[src/rtl/add3_arb_sched.sv]
// Shared three-operand adder: two requesters arbitrated round-robin onto one
// N+2-bit adder that forms a+b+c over two cycles, result returned via valid/ready.
module add3_arb_sched #(
    parameter int N = 8
) (
    input  logic         clk,
    input  logic         rst,
    input  logic         req0_vld,
    output logic         req0_rdy,
    input  logic [N-1:0] a0,
    input  logic [N-1:0] b0,
    input  logic [N-1:0] c0,
    input  logic         req1_vld,
    output logic         req1_rdy,
    input  logic [N-1:0] a1,
    input  logic [N-1:0] b1,
    input  logic [N-1:0] c1,
    output logic         res_vld,
    input  logic         res_rdy,
    output logic [N+1:0] res_sum,
    output logic         res_id
);

    typedef enum logic [1:0] {
        IDLE,
        ADD1,
        ADD2,
        DONE
    } state_t;

    state_t       state;
    logic         ptr;
    logic         id;
    logic [N-1:0] a_q;
    logic [N-1:0] b_q;
    logic [N-1:0] c_q;
    logic [N+1:0] acc;
    logic [N+1:0] add_x;
    logic [N+1:0] add_y;
    logic [N+1:0] add_s;
    logic         gnt0;
    logic         gnt1;

    // Grant only in IDLE; ptr breaks ties and favours whoever was not served last.
    always_comb begin
        gnt0 = 1'b0;
        gnt1 = 1'b0;
        if (state == IDLE && !rst) begin
            if (req0_vld && (!req1_vld || !ptr)) begin
                gnt0 = 1'b1;
            end else if (req1_vld) begin
                gnt1 = 1'b1;
            end
        end
    end

    assign req0_rdy = gnt0;
    assign req1_rdy = gnt1;

    // The single shared adder: a+b in ADD1, acc+c in ADD2.
    always_comb begin
        if (state == ADD1) begin
            add_x = {2'b00, a_q};
            add_y = {2'b00, b_q};
        end else begin
            add_x = acc;
            add_y = {2'b00, c_q};
        end
        add_s = add_x + add_y;
    end

    always_ff @(posedge clk or posedge rst) begin
        if (rst) begin
            state   <= IDLE;
            ptr     <= 1'b0;
            id      <= 1'b0;
            a_q     <= '0;
            b_q     <= '0;
            c_q     <= '0;
            acc     <= '0;
            res_vld <= 1'b0;
        end else begin
            case (state)
                IDLE: begin
                    if (gnt0 || gnt1) begin
                        a_q   <= gnt1 ? a1 : a0;
                        b_q   <= gnt1 ? b1 : b0;
                        c_q   <= gnt1 ? c1 : c0;
                        id    <= gnt1;
                        state <= ADD1;
                    end
                end
                ADD1: begin
                    acc   <= add_s;
                    state <= ADD2;
                end
                ADD2: begin
                    acc     <= add_s;
                    res_vld <= 1'b1;
                    state   <= DONE;
                end
                DONE: begin
                    if (res_rdy) begin
                        res_vld <= 1'b0;
                        ptr     <= ~id;
                        state   <= IDLE;
                    end
                end
                default: state <= IDLE;
            endcase
        end
    end

    assign res_sum = acc;
    assign res_id  = id;

endmodule

[config.mk]
export PLATFORM = sky130hd
export DESIGN_NAME = add3_arb_sched
export DESIGN_NICKNAME = d
export VERILOG_FILES = /design/src/rtl/add3_arb_sched.sv
export SDC_FILE = /design/constraint.sdc
export NUM_CORES = 1
export LEC_CHECK = 0
export ABC_CLOCK_PERIOD_IN_PS = 3480
export BUFFER_PORTS_ARGS = -buffer_cell sky130_fd_sc_hd__buf_2
export CORE_AREA = 4 4 67 99
export CTS_CLUSTER_SIZE = 16
export DETAILED_ROUTE_END_ITERATION = 12
export DIE_AREA = 0 0 71 103
export PLACE_DENSITY = 0.66
export SYNTH_ARGS = -nofsm -noshare
export SYNTH_HDL_FRONTEND = slang
export SYNTH_SLANG_ARGS = --single-unit
export TNS_END_PERCENT = 1
[constraint.sdc]
create_clock -name clk -period 3.48 [get_ports clk]
set_input_delay 0.696 -clock clk [delete_from_list [all_inputs] [get_ports clk]]
set_output_delay 0.696 -clock clk [all_outputs]
set_load 0.005 [all_outputs]
* Word level (Yosys, flattened, before mapping)
Index checks and enable logic that the tools add are counted.
** Storage, ports and cells
- Flip-flop bits (word level) :: 39
- Bits of input ports :: 53
- Output and inout bits :: 14
- Word-level logic and storage cells :: 44
** Operators by class
- Add/subtract/negate cells :: 1
- Equal/unequal tests :: 5
- Multiplexer cells :: 15
- Bitwise logic cells :: 1
- Reductions and logical operators :: 14
** Operator list (count)
- $mux W8 :: 4
- $add A10 B10 Y10 :: 1
- $mux W10 :: 1
- $pmux W2 S4 :: 1
- $reduce_and A2 Y1 :: 4
- $mux W1 :: 6
- $eq A2 B2 Y1 const B :: 2
- $mux W2 :: 2
- $logic_not A1 Y1 :: 3
- $eq A2 B1 Y1 const B :: 1
- $logic_and A1 B1 Y1 :: 2
- $logic_not A2 Y1 :: 1
- $logic_or A1 B1 Y1 :: 2
- $ne A2 B1 Y1 const B :: 1
- $ne A2 B2 Y1 const B :: 1
- $pmux W1 S2 :: 1
- $reduce_bool A2 Y1 :: 1
- $reduce_or A2 Y1 :: 1
- $not A1 Y1 :: 1

* Depth between registers and ports, before layout
Gate-level depths: netlist (run 1).
- Depth in word-level cells :: 8
- Gate-level depth with buffers :: 12
- Gate-level depth less buffers :: 11

* Least setup slack after synthesis (run 1)
No wires, ideal clock.
- Kind :: register to register
- Start point :: register state[1]
- End point :: register acc[9] (netlist: res_sum[9])
- Library setup time :: 70 ps
- Data arrival time :: 2657 ps
- Data required time :: 3410 ps
- Slack :: 753 ps
- Cell stages (with the launch flop) :: 12
- Buffers on the path :: 2
- Period minus slack after synthesis :: 2727 ps
- Cells stage by stage :: dfrtp_1 -> inv_1 -> ha_1 -> buf_2 -> buf_2 -> mux2_2 -> ha_1 -> o21a_1 -> o21ai_2 -> a21oi_2 -> or4b_1 -> nand3_1
** On the way
- Longest elaborated chain between the ends :: 3
** Ends and longest elaborated chain
- from (decl) :: line 31 : state_t state;
- from (signal assigned) :: line 74 : state <= IDLE;
- from (signal assigned) :: line 90 : state <= ADD1;
- from (signal assigned) :: line 95 : state <= ADD2;
- $eq A2 B1 Y1 :: line 62, 83
- $mux W10 / $mux W8 (equally long branches) :: line 62 : if (state == ADD1) begin
- $add A10 B10 Y10 :: line 69 : add_s = add_x + add_y;
- to (signal assigned) :: line 94 : acc <= add_s;
- to (signal assigned) :: line 98 : acc <= add_s;
- to (decl) :: line 37 : logic [N+1:0] acc;
Parallel ways exist; a longest one is shown, timed or not.
A chain may end at the register's enable or synchronous reset.

* Worst setup path in the final report (run 1)
- Start point :: register state[1]
- End point :: register acc[8] (netlist: res_sum[8])
Same word-level chain as after synthesis.

==> results of run 1 <==
power by group through the flow:
| stage | sequential, mW | clock, mW | combinational [mW] |
|---|---|---|---|
| 6_report | 0.808 | 0.301 | 1.66 |
| 5_1_grt | 0.834 | 0.324 | 1.87 |
| 4_1_cts | 0.811 | 0.311 | 1.68 |
| 3_5_place_dp | 0.819 | 0 | 1.67 |
| 3_3_place_gp | 0.817 | 0 | 1.64 |
| 2_1_floorplan | 0.771 | 0 | 1.31 |
through the flow:
stage	setup slack [ns]	hold WS, ns	instances	instance area, um2	total power, mW
after global routing	0.236	0.517	346	2750	3.03
after global placement	0.537	0.483	338	2660	2.46
after detailed placement	0.430	0.487	338	2660	2.49
final	0.411	0.465	346	2750	2.77
after CTS	0.412	0.477	346	2750	2.81
after floorplan	0.753	0.449	206	2250	2.08
worst paths after layout:
check,end,from,cells after the start,slack [ns]
worst max-delay path,res_sum[8],state[1],11,0.41
worst min-delay path,res_id,rst,2,0.46
worst max register to register,res_sum[8],state[1],11,0.41
worst min register to register,ptr,ptr,2,0.50
max in group asynchronous,res_sum[2],rst,3,2.28
min in group clk,ptr,ptr,2,0.50
routing by layer:
| metal | vias up | wire, um | part of all wire [%] | GRT usage (%) |
|---|---|---|---|---|
| met5 | - | 0 | 0 | 0 |
| met4 | 0 | 101 | 1.8 | 5.35 |
| met3 | 8 | 301 | 5.4 | 3.32 |
| met2 | 52 | 2870 | 51 | 27.6 |
| met1 | 887 | 2330 | 42 | 18.9 |
| li1 | 917 | - | - | - |
cell families after synthesis:
logic type | synth area share [%]
xor gates and xnor gates | 1.17
adders and majority gates | 7.55
AOI/OAI and AO/OA | 21.8
DFF | 43.3
muxes | 9.49
and+or+nand+nor | 12.6
buffers and inverters | 4.16
sequential cells by signal, indices dropped and copies added (netlist names):
name     flops
a_q          8
b_q          8
c_q          8
ptr          1
res_id       1
res_sum     10
res_vld      1
state        2
worst reg2reg max path: cells and delay by family (launching register included):
family                   cells  cell delay, ns
adder cells (fa/ha/maj)      3            1.03
AO/OA/AOI/OAI                3            0.77
flip-flops                   1            0.41
multiplexers                 1            0.41
buffers and inverters        2            0.19
AND/OR/NAND/NOR              2            0.15
cell type report:
cell class	instances	share of cell area, %
clock buffers	6	2.64
inverters	11	1.50
repair buffers	71	13.4
well taps	72	3.28
flip-flops and latches	39	35.6
clock inverters	2	0.456
multi-input cells	145	43.2
synth_stat cells, drive strengths merged:
cell     instances
a21o             2
a22o             1
inv             11
a211oi           2
a211o            1
a221o           24
nand3            3
buf              7
ha              12
clkbuf           4
nor2b            2
a31oi            1
nor3             2
and3            24
nor2             6
a21oi            5
a21boi           1
o21a             4
or4b             1
o2111ai          2
dfrtp           39
fa               1
o211ai           1
nand2           13
o32a             1
o21ai            8
mux2            19
xnor2            3
o22ai            1
o31ai            2
o31a             1
or3              1
nand4            1
==> metrics.md, run 1 <==
| Metric | Value |
|---|---|
| Starting density of the core | `about two fifths` |
| Number of global-route vias before repair | `approximately 1,900` |
| DR WL/cell | `roughly 16 um` |
| Width of the die | `slightly above 70 um` |
| Total CTS buffers | `5` |
| Slew of the pin with the lowest slew margin | `0.648 ns` |
| Clk slew on worst S/H paths | `0.08 ns` |
| Layout cells sized above 1 | `between 30% and 40%` |
| Seq/Total Area, Yosys | `a little over two fifths` |
| Ranking of synthesized cells by area | `dfrtp_1 (43%), a221o_1 (11%), mux2_2 (9.5%)` |
| Slew HR | `56.8%` |
| Final max-slew violation count | `0` |
| Final setup vio count | `0` |
| Skew final | `0.00624 ns` |
| Clock power share | `10.9%` |
| Worst hold path class | `in2async` |
| Crit path kind | `reg2reg` |
| DP HPWL | `4250 um` |
| Syn Inst Count | `between 200 and 250` |
| Total Neg Setup Slack | `0 ns` |
| Post-synth cell types | `41` |
| Unrepaired setup endpoints after global routing | `no` |
| First-pass GRT wire length | `approximately 9000 um` |
| Die H | `103 um` |
| Pint | `roughly 1.7 mW` |
| CP max-delay cell | `ha_1` |
| Area of the multi-input gates | `1180 um2` |
| Final ANT Viol Nets | `0` |
| Yosys top cell by area | `dfrtp_1` |
| P&R area growth vs syn | `21.8%` |
| Worst EP required | `3.66 ns` |
| Synth Warn # | `0` |
| Static Leakage | `around 1.4 nW` |
| Core area | `between 5000 and 6000 um2` |
| Seq pwr share | `between 20% and 30%` |
| Most common cell after layout, fill and taps aside | `buf_2` |
| Deepest clock path buffer count | `2` |
| CP Launch Type | `flip-flop` |
| 1st-iter DRT viols | `88` |
| Post CTS Setup Buffer Count | `0` |
| Most frequent cells in the layout | `buf_2 (66), dfrtp_1 (39), and3_1 (24), a221o_1 (24), mux2_2 (19)` |
| Switching power | `around 1.1 mW` |
| Post-Syn Area | `roughly 2300 um2` |
| Cts repair resizes | `0` |
| Clk root buf | `clkbuf_8` |
| Full die area | `7310 um2` |
| Worst path cell trace | `inv_1, ha_1, mux2_2, ha_1, inv_1, fa_1, nor2b_1, o31a_2, o31ai_4, nor2_1, a211o_1` |
| Pin count of the biggest net entering global routing | `27` |
| Area share of the largest cell type after synthesis | `43.3%` |
| Tcrit/Tclk final | `between 80% and 90%` |
| Final core occ | `approximately 47%` |
| Placer Congestion | `between 0.8 and 0.9` |
| Crit path largest cell delay | `about 0.58 ns` |
| FMAX | `between 300 and 400 MHz` |
| Sequential cell area | `around 980 um2` |
| Initial antenna violation count | `0` |
| Logic pwr share | `roughly three fifths` |
| Final Critical Period | `a little over 3 ns` |
| DR pass1 iterations | `4` |
| Core Rows | `34` |
| DRC Markers | `0` |
| Clk_lat worst skew | `0.29 ns` |
| Sw Share | `40.0%` |
| Worst vdd ir | `0.000404 V` |
| Fillcell total | `~580` |
| Final hold vios | `0` |
| H-tree Lvls | `2` |
| Crit path buf inv count | `2` |
| Synthesized area per cell | `roughly 11 um2` |
| CP Capture Type | `flip-flop` |
| CTS Hold Buffers Added | `0` |
| Vias per cell | `approximately 5.4` |
| Ant diodes | `0` |
| Family with the most delay on the worst path | `adder cells` |
| Gr ovfl total | `0` |
| Sink Count | `39` |
| CTS tree | `yes` |
| Crit Path Max Fanout | `16` |
| Total GRT Usage | `about 16%` |
| PD cells | `1010 nW/um2` |
| Crit path DAT | `3.25 ns` |
| Port Buffers | `between 60 and 70` |
| Final Net Count | `between 300 and 400` |
| Mapped Nets | `around 270` |
| Status | `complete, no violations` |
| # Max-Cap Violations | `0` |
| Num ports | `67` |
| Total detailed-routing wirelength | `~5600 um` |
| DR vias | `roughly 1,900` |
| Post-synthesis register bit count | `39` |
Note: power is estimated with default switching activity, not from simulation.
==> run 2: changes to the inputs <==
--- a/config.mk
+++ b/config.mk
@@ -11,7 +11,7 @@
 export CTS_CLUSTER_SIZE = 16
 export DETAILED_ROUTE_END_ITERATION = 12
 export DIE_AREA = 0 0 71 103
-export PLACE_DENSITY = 0.66
+export PLACE_DENSITY = 0.72
 export SYNTH_ARGS = -nofsm -noshare
 export SYNTH_HDL_FRONTEND = slang
 export SYNTH_SLANG_ARGS = --single-unit
==> metrics.md, run 2 (synthesis gave the netlist of run 1 again) <==
| Metric | Value |
|---|---|
| Final max-slew violation count | `0 (unchanged)` |
| Placer Congestion | `0.930 (was 0.862)` |
| Slew of the pin with the lowest slew margin | `0.533 ns (was 0.648 ns)` |
| Post-route design area | `2790 um2 (was 2750 um2)` |
| Core area | `5790 um2 (unchanged)` |
| Die H | `103 um (unchanged)` |
| Worst hold path class | `reg2reg (was in2async)` |
| Hold slack | `0.496 ns (was 0.465 ns)` |
| DR vias | `1,899 (was 1,864)` |
| Setup slack after layout | `0.471 ns (was 0.411 ns)` |
| H-tree Lvls | `2 (unchanged)` |
| CTS Hold Buffers Added | `0 (unchanged)` |
| Ant diodes | `0 (unchanged)` |
| R2R setup slack | `0.47 ns (was 0.41 ns)` |
| Area of the multi-input gates | `1180 um2 (unchanged)` |
| WHS Path Cells | `1` |
| Pre-CTS setup slack | `0.474 ns (was 0.430 ns)` |
| CP Launch Type | `flip-flop (unchanged)` |
| Detail Route met2 WL | `2800 um (was 2870 um)` |
| DRT met1 WL | `2180 um (was 2330 um)` |
| Fillcell total | `555 (was 576)` |
| Unrepaired setup endpoints after global routing | `no (unchanged)` |
| Crit Path Max Fanout | `12 (was 16)` |
| Deepest clock path buffer count | `2 (unchanged)` |
| Pint | `1.81 mW (was 1.66 mW)` |
| Clock power share | `15.3% (was 10.9%)` |
| First-pass GRT wire length | `9160 um (was 9030 um)` |
| Clk slew on worst S/H paths | `0.08 ns (about the same)` |
| Number of global-route vias before repair | `1,938 (was 1,916)` |
| Overall power | `2.93 mW (was 2.77 mW)` |
| Core Rows | `34 (unchanged)` |
| Port Buffers | `66 (unchanged)` |
| Total CTS buffers | `5 (unchanged)` |
| Final core occ | `48.3% (was 47.4%)` |
| Starting density of the core | `39.0% (unchanged)` |
| Num ports | `67 (unchanged)` |
| Max reg flops | `10 (unchanged)` |
| PD cells | `1050 nW/um2 (was 1010 nW/um2)` |
| Pin count of the biggest net entering global routing | `40 (was 27)` |
| Final setup vio count | `0 (unchanged)` |
| Tcrit/Tclk final | `86.5% (was 88.2%)` |
| Metal3 WL | `341 um (was 301 um)` |
| # Max-Cap Violations | `0 (unchanged)` |
| FMAX | `332 MHz (was 326 MHz)` |
| Sink Count | `39 (unchanged)` |
| Reg-to-Reg Start | `state[1] (unchanged)` |
| Clk_lat worst skew | `0.29 ns (about the same)` |
| Finished Layout Cells | `346 (unchanged)` |
| 1st-iter DRT viols | `87 (was 88)` |
| DR pass1 iterations | `4 (unchanged)` |
| Critical R2R Capture | `res_sum[9] (was res_sum[8])` |
| Total Neg Setup Slack | `0 ns (unchanged)` |
| Top sig layer | `met4 (unchanged)` |
| DR WL/cell | `15.7 um (was 16.2 um)` |
| Clk root buf | `clkbuf_8 (unchanged)` |
| Sequential cell area | `976 um2 (unchanged)` |
| Post CTS Setup Buffer Count | `0 (unchanged)` |
| Vias per cell | `5.49 (was 5.39)` |
| DP HPWL | `4110 um (was 4250 um)` |
| Final Critical Period | `3.01 ns (was 3.07 ns)` |
| Initial antenna violation count | `0 (unchanged)` |
| Crit path kind | `reg2reg (unchanged)` |
| Gr ovfl total | `0 (unchanged)` |
| Most frequent cells in the layout | `buf_2 (66), dfrtp_1 (39), and3_1 (24), a221o_1 (24), mux2_2 (19) (unchanged)` |
| Most common cell after layout, fill and taps aside | `buf_2 (unchanged)` |
| Layout cells sized above 1 | `38.3% (unchanged)` |
| DRC Markers | `0 (unchanged)` |
| Total GRT Usage | `15.9% (was 15.6%)` |
| CTS tree | `yes (unchanged)` |
| Cts repair resizes | `0 (unchanged)` |
| Final Net Count | `339 (unchanged)` |
| P&R area growth vs syn | `23.9% (was 21.8%)` |
| HP Start | `res_id` |
| Worst vdd ir | `0.000497 V (was 0.000404 V)` |
| Final hold vios | `0 (unchanged)` |
| Worst EP required | `3.71 ns (was 3.66 ns)` |
| Slew HR | `64.5% (was 56.8%)` |
| Skew final | `0.00687 ns (was 0.00624 ns)` |
| Reg2reg path depth | `10 (was 11)` |
| Final ANT Viol Nets | `0 (unchanged)` |
| Full die area | `7310 um2 (unchanged)` |
| Sw Share | `38.1% (was 40.0%)` |
| Width of the die | `71 um (unchanged)` |
| Static Leakage | `1.41 nW (was 1.38 nW)` |
| Status | `complete, no violations (unchanged)` |
| Placed inst area | `2660 um2 (unchanged)` |
| Hold endpoint | `ptr` |
| Total detailed-routing wirelength | `5440 um (was 5610 um)` |
| Switching power | `1.11 mW (about the same)` |
| Dpl cells | `338 (unchanged)` |
| Logic pwr share | `57.1% (was 60.0%)` |
| Seq pwr share | `27.6% (was 29.1%)` |
| Crit path DAT | `3.24 ns (was 3.25 ns)` |
| CP Capture Type | `flip-flop (unchanged)` |
## run 2: cell count changes in the layout (fill, tap and decap cells not counted)
cell        delta
bufinv_16      +2
clkinv_2       -1
clkinvlp_4     -1
## run 2: worst max path at each step
stage	startpoint	end	slack, ns	depth (start not counted)
after floorplan	state[1]	res_sum[9]	0.75	11
after global placement	state[1]	res_sum[9]	0.60	10
after detailed placement	state[1]	res_sum[9]	0.47	10
after CTS	state[1]	res_sum[9]	0.46	10
after global routing	state[1]	res_sum[9]	0.32	10
final	state[1]	res_sum[9]	0.47	10
## run 2: worst max-delay path, stage by stage (launching register included)
cell and delay [ns]:
dfrtp_1 0.40, inv_1 0.10, ha_1 0.50, buf_4 0.27, mux2_2 0.35, ha_1 0.30, a211oi_2 0.18, o21a_2 0.19
a21oi_2 0.07, or4b_1 0.47, nand3_1 0.11
## run 2: layout make-up
| class | count | area share (%) |
|---|---|---|
| inverters | 11 | 1.48 |
| repair buffers | 71 | 13.2 |
| flip-flops and latches | 39 | 34.9 |
| multi-input cells | 145 | 42.4 |
| clock buffers | 6 | 2.60 |
| well taps | 72 | 3.23 |
| clock inverters | 2 | 2.15 |
## run 2: power by group through the flow
stage / sequential (mW) / combinational, mW / clock (mW)
global placement: 0.815 / 1.64 / 0
floorplan: 0.771 / 1.31 / 0
finish: 0.809 / 1.67 / 0.448
global route: 0.840 / 1.88 / 0.472
CTS: 0.811 / 1.69 / 0.455
detailed placement: 0.815 / 1.67 / 0
## run 2: metal layers
metal  global-route usage (%)  up-vias
met1                     18.6      904
li1                         -      921
met4                     5.93        0
met2                     28.4       63
met3                     3.41       11
met5                        0        -
==> run 3: changes to the inputs <==
--- a/config.mk
+++ b/config.mk
@@ -6,8 +6,9 @@
 export NUM_CORES = 1
 export LEC_CHECK = 0
 export ABC_CLOCK_PERIOD_IN_PS = 3480
-export BUFFER_PORTS_ARGS = -buffer_cell sky130_fd_sc_hd__buf_2
+export BUFFER_PORTS_ARGS = -buffer_cell sky130_fd_sc_hd__buf_4
 export CORE_AREA = 4 4 67 99
+export CTS_BUF_LIST = sky130_fd_sc_hd__clkbuf_16
 export CTS_CLUSTER_SIZE = 16
 export DETAILED_ROUTE_END_ITERATION = 12
 export DIE_AREA = 0 0 71 103
==> metrics.md, run 3 (synthesis gave the netlist of run 1 again) <==
| Metric | Value |
|---|---|
| CTS Hold Buffers Added | `0 (unchanged)` |
| Placed inst area | `2830 um2 (was 2660 um2)` |
| Max reg flops | `10 (unchanged)` |
| Crit-path most repeated cell | `ha_1 (unchanged)` |
| Placer Congestion | `0.895 (was 0.930)` |
| Overall power | `3.00 mW (was 2.93 mW)` |
| Starting density of the core | `39.0% (unchanged)` |
| Static Leakage | `1.47 nW (was 1.41 nW)` |
| Crit path buf inv count | `2 (unchanged)` |
| DP HPWL | `4510 um (was 4110 um)` |
| Post-route design area | `2970 um2 (was 2790 um2)` |
| Crit path from | `state[1] (unchanged)` |
| Most common cell after layout, fill and taps aside | `buf_4 (was buf_2)` |
| Slew of the pin with the lowest slew margin | `0.887 ns (was 0.533 ns)` |
| Post CTS Setup Buffer Count | `0 (unchanged)` |
| Unrepaired setup endpoints after global routing | `no (unchanged)` |
| Core Rows | `34 (unchanged)` |
| Clk slew on worst S/H paths | `0.06 ns (was 0.08 ns)` |
| Final max-slew violation count | `0 (unchanged)` |
| First-pass GRT wire length | `9470 um (was 9160 um)` |
| Sink Count | `39 (unchanged)` |
| Initial antenna violation count | `0 (unchanged)` |
| Number of global-route vias before repair | `1,988 (was 1,938)` |
| Crit path kind | `reg2reg (unchanged)` |
| Vias per cell | `5.55 (was 5.49)` |
| Final Critical Period | `3.00 ns (was 3.01 ns)` |
| Skew final | `0.00493 ns (was 0.00687 ns)` |
| DR vias | `1,919 (was 1,899)` |
| Final ANT Viol Nets | `0 (unchanged)` |
| Worst hold path class | `reg2reg (unchanged)` |
| Total Neg Setup Slack | `0 ns (unchanged)` |
| Final Net Count | `339 (unchanged)` |
| DR pass1 iterations | `4 (unchanged)` |
| Deepest clock path buffer count | `2 (unchanged)` |
| P&R area growth vs syn | `31.6% (was 23.9%)` |
| # Max-Cap Violations | `0 (unchanged)` |
| CP Launch Type | `flip-flop (unchanged)` |
| Most frequent cells in the layout | `buf_4 (71), dfrtp_1 (39), and3_1 (24), a221o_1 (24), mux2_2 (19) (was buf_2 (66), dfrtp_1 (39), and3_1 (24), a221o_1 (24), mux2_2 (19))` |
| Status | `complete, no violations (unchanged)` |
| Slew HR | `40.8% (was 64.5%)` |
| Total GRT Usage | `16.4% (was 15.9%)` |
| Clk_lat worst skew | `0.28 ns (was 0.29 ns)` |
| Crit path largest cell delay | `0.49 ns (was 0.50 ns)` |
| FMAX | `334 MHz (was 332 MHz)` |
| Num ports | `67 (unchanged)` |
| Final core occ | `51.3% (was 48.3%)` |
| Family with the most delay on the worst path | `adder cells (unchanged)` |
| Die H | `103 um (unchanged)` |
| Worst path cell trace | `inv_1, ha_1, buf_4, mux2_2, ha_1, a211oi_2, o21a_2, a21oi_2, or4b_1, nand3_1 (unchanged)` |
| Reg-to-Reg Start | `state[1] (unchanged)` |
| Gr ovfl total | `0 (unchanged)` |
| H-tree Lvls | `2 (unchanged)` |
| DRC Markers | `0 (unchanged)` |
| Final setup vio count | `0 (unchanged)` |
| Tcrit/Tclk final | `86.2% (was 86.5%)` |
| Pin count of the biggest net entering global routing | `28 (was 40)` |
| Crit path DAT | `3.21 ns (was 3.24 ns)` |
| PD cells | `1010 nW/um2 (was 1050 nW/um2)` |
| Fillcell total | `535 (was 555)` |
| Width of the die | `71 um (unchanged)` |
| Worst vdd ir | `0.000402 V (was 0.000497 V)` |
| CTS tree | `yes (unchanged)` |
| DR WL/cell | `17.2 um (was 15.7 um)` |
| Ant diodes | `0 (unchanged)` |
| 1st-iter DRT viols | `125 (was 87)` |
| Port Buffers | `66 (unchanged)` |
| Full die area | `7310 um2 (unchanged)` |
| Clk root buf | `clkbuf_16 (was clkbuf_8)` |
| Final hold vios | `0 (unchanged)` |
| Core area | `5790 um2 (unchanged)` |
| CP max-delay cell | `ha_1 (unchanged)` |
| Cts repair resizes | `0 (unchanged)` |
| CP Capture Type | `flip-flop (unchanged)` |
| Crit Path Max Fanout | `12 (unchanged)` |
| Total detailed-routing wirelength | `5950 um (was 5440 um)` |
| Worst EP required | `3.69 ns (was 3.71 ns)` |
| Layout cells sized above 1 | `38.3% (unchanged)` |
| Total CTS buffers | `5 (unchanged)` |
| HP Start | `ptr (was res_id)` |
==> run 3: cell count changes in the layout (fill, tap and decap cells not counted), sizes merged <==
cell,change
inv,+1
bufinv,-2
clkbuf,-1
clkinvlp,+1
clkinv,+1
==> run 3: power breakdown <==
| part | leakage, nW | switching [mW] | internal [mW] | total, mW |
|---|---|---|---|---|
| Combinational | 0.917 | 0.831 | 0.903 | 1.73 |
| Sequential | 0.481 | 0.146 | 0.675 | 0.821 |
| Clock | 0.0710 | 0.183 | 0.262 | 0.444 |
| Total | 1.47 | 1.16 | 1.84 | 3.00 |
==> run 3: final timing paths <==
check                             end  slack (ns)  depth (start not counted)
hold reg to reg                   ptr        0.49                          2
setup reg to reg           res_sum[9]        0.48                         10
max in group asynchronous      b_q[3]        2.12                          3
hold / removal                    ptr        0.49                          2
setup / recovery           res_sum[9]        0.48                         10
min in group asynchronous      res_id        0.61                          2
==> run 3: through the flow <==
step	std cells	hold WS, ns	worst slack, ns
2_1_floorplan	206	0.449	0.753
3_3_place_gp	338	0.477	0.606
3_5_place_dp	338	0.494	0.505
4_1_cts	346	0.503	0.486
5_1_grt	346	0.517	0.308
6_report	346	0.492	0.482
==> run 3: tightest hold or removal path, cell delays in order, from the launching register on <==
cell and delay, ns:
dfrtp_1 0.35, nand2_1 0.05, o21ai_0 0.06
==> run 3: final cells by class <==
| class | instances | area, um2 | share of cell area, % |
|---|---|---|---|
| Sequential cell | 39 | 976 | 32.9 |
| Multi-Input combinational cell | 145 | 1180 | 39.9 |
| Clock buffer | 5 | 125 | 4.22 |
| Clock inverter | 3 | 16.3 | 0.548 |
| Timing Repair Buffer | 71 | 533 | 18.0 |
| Inverter | 11 | 41.3 | 1.39 |
| Tap cell | 72 | 90.1 | 3.04 |
==> run 3: layer usage <==
layer  track usage, %  vias to the layer above  routed length [um]
met1             19.3                      934                2380
met3             3.71                        6                 326
li1                 -                      924                   -
met2             29.3                       55                3160
met5                0                        -                   0
met4             5.64                        0                  87
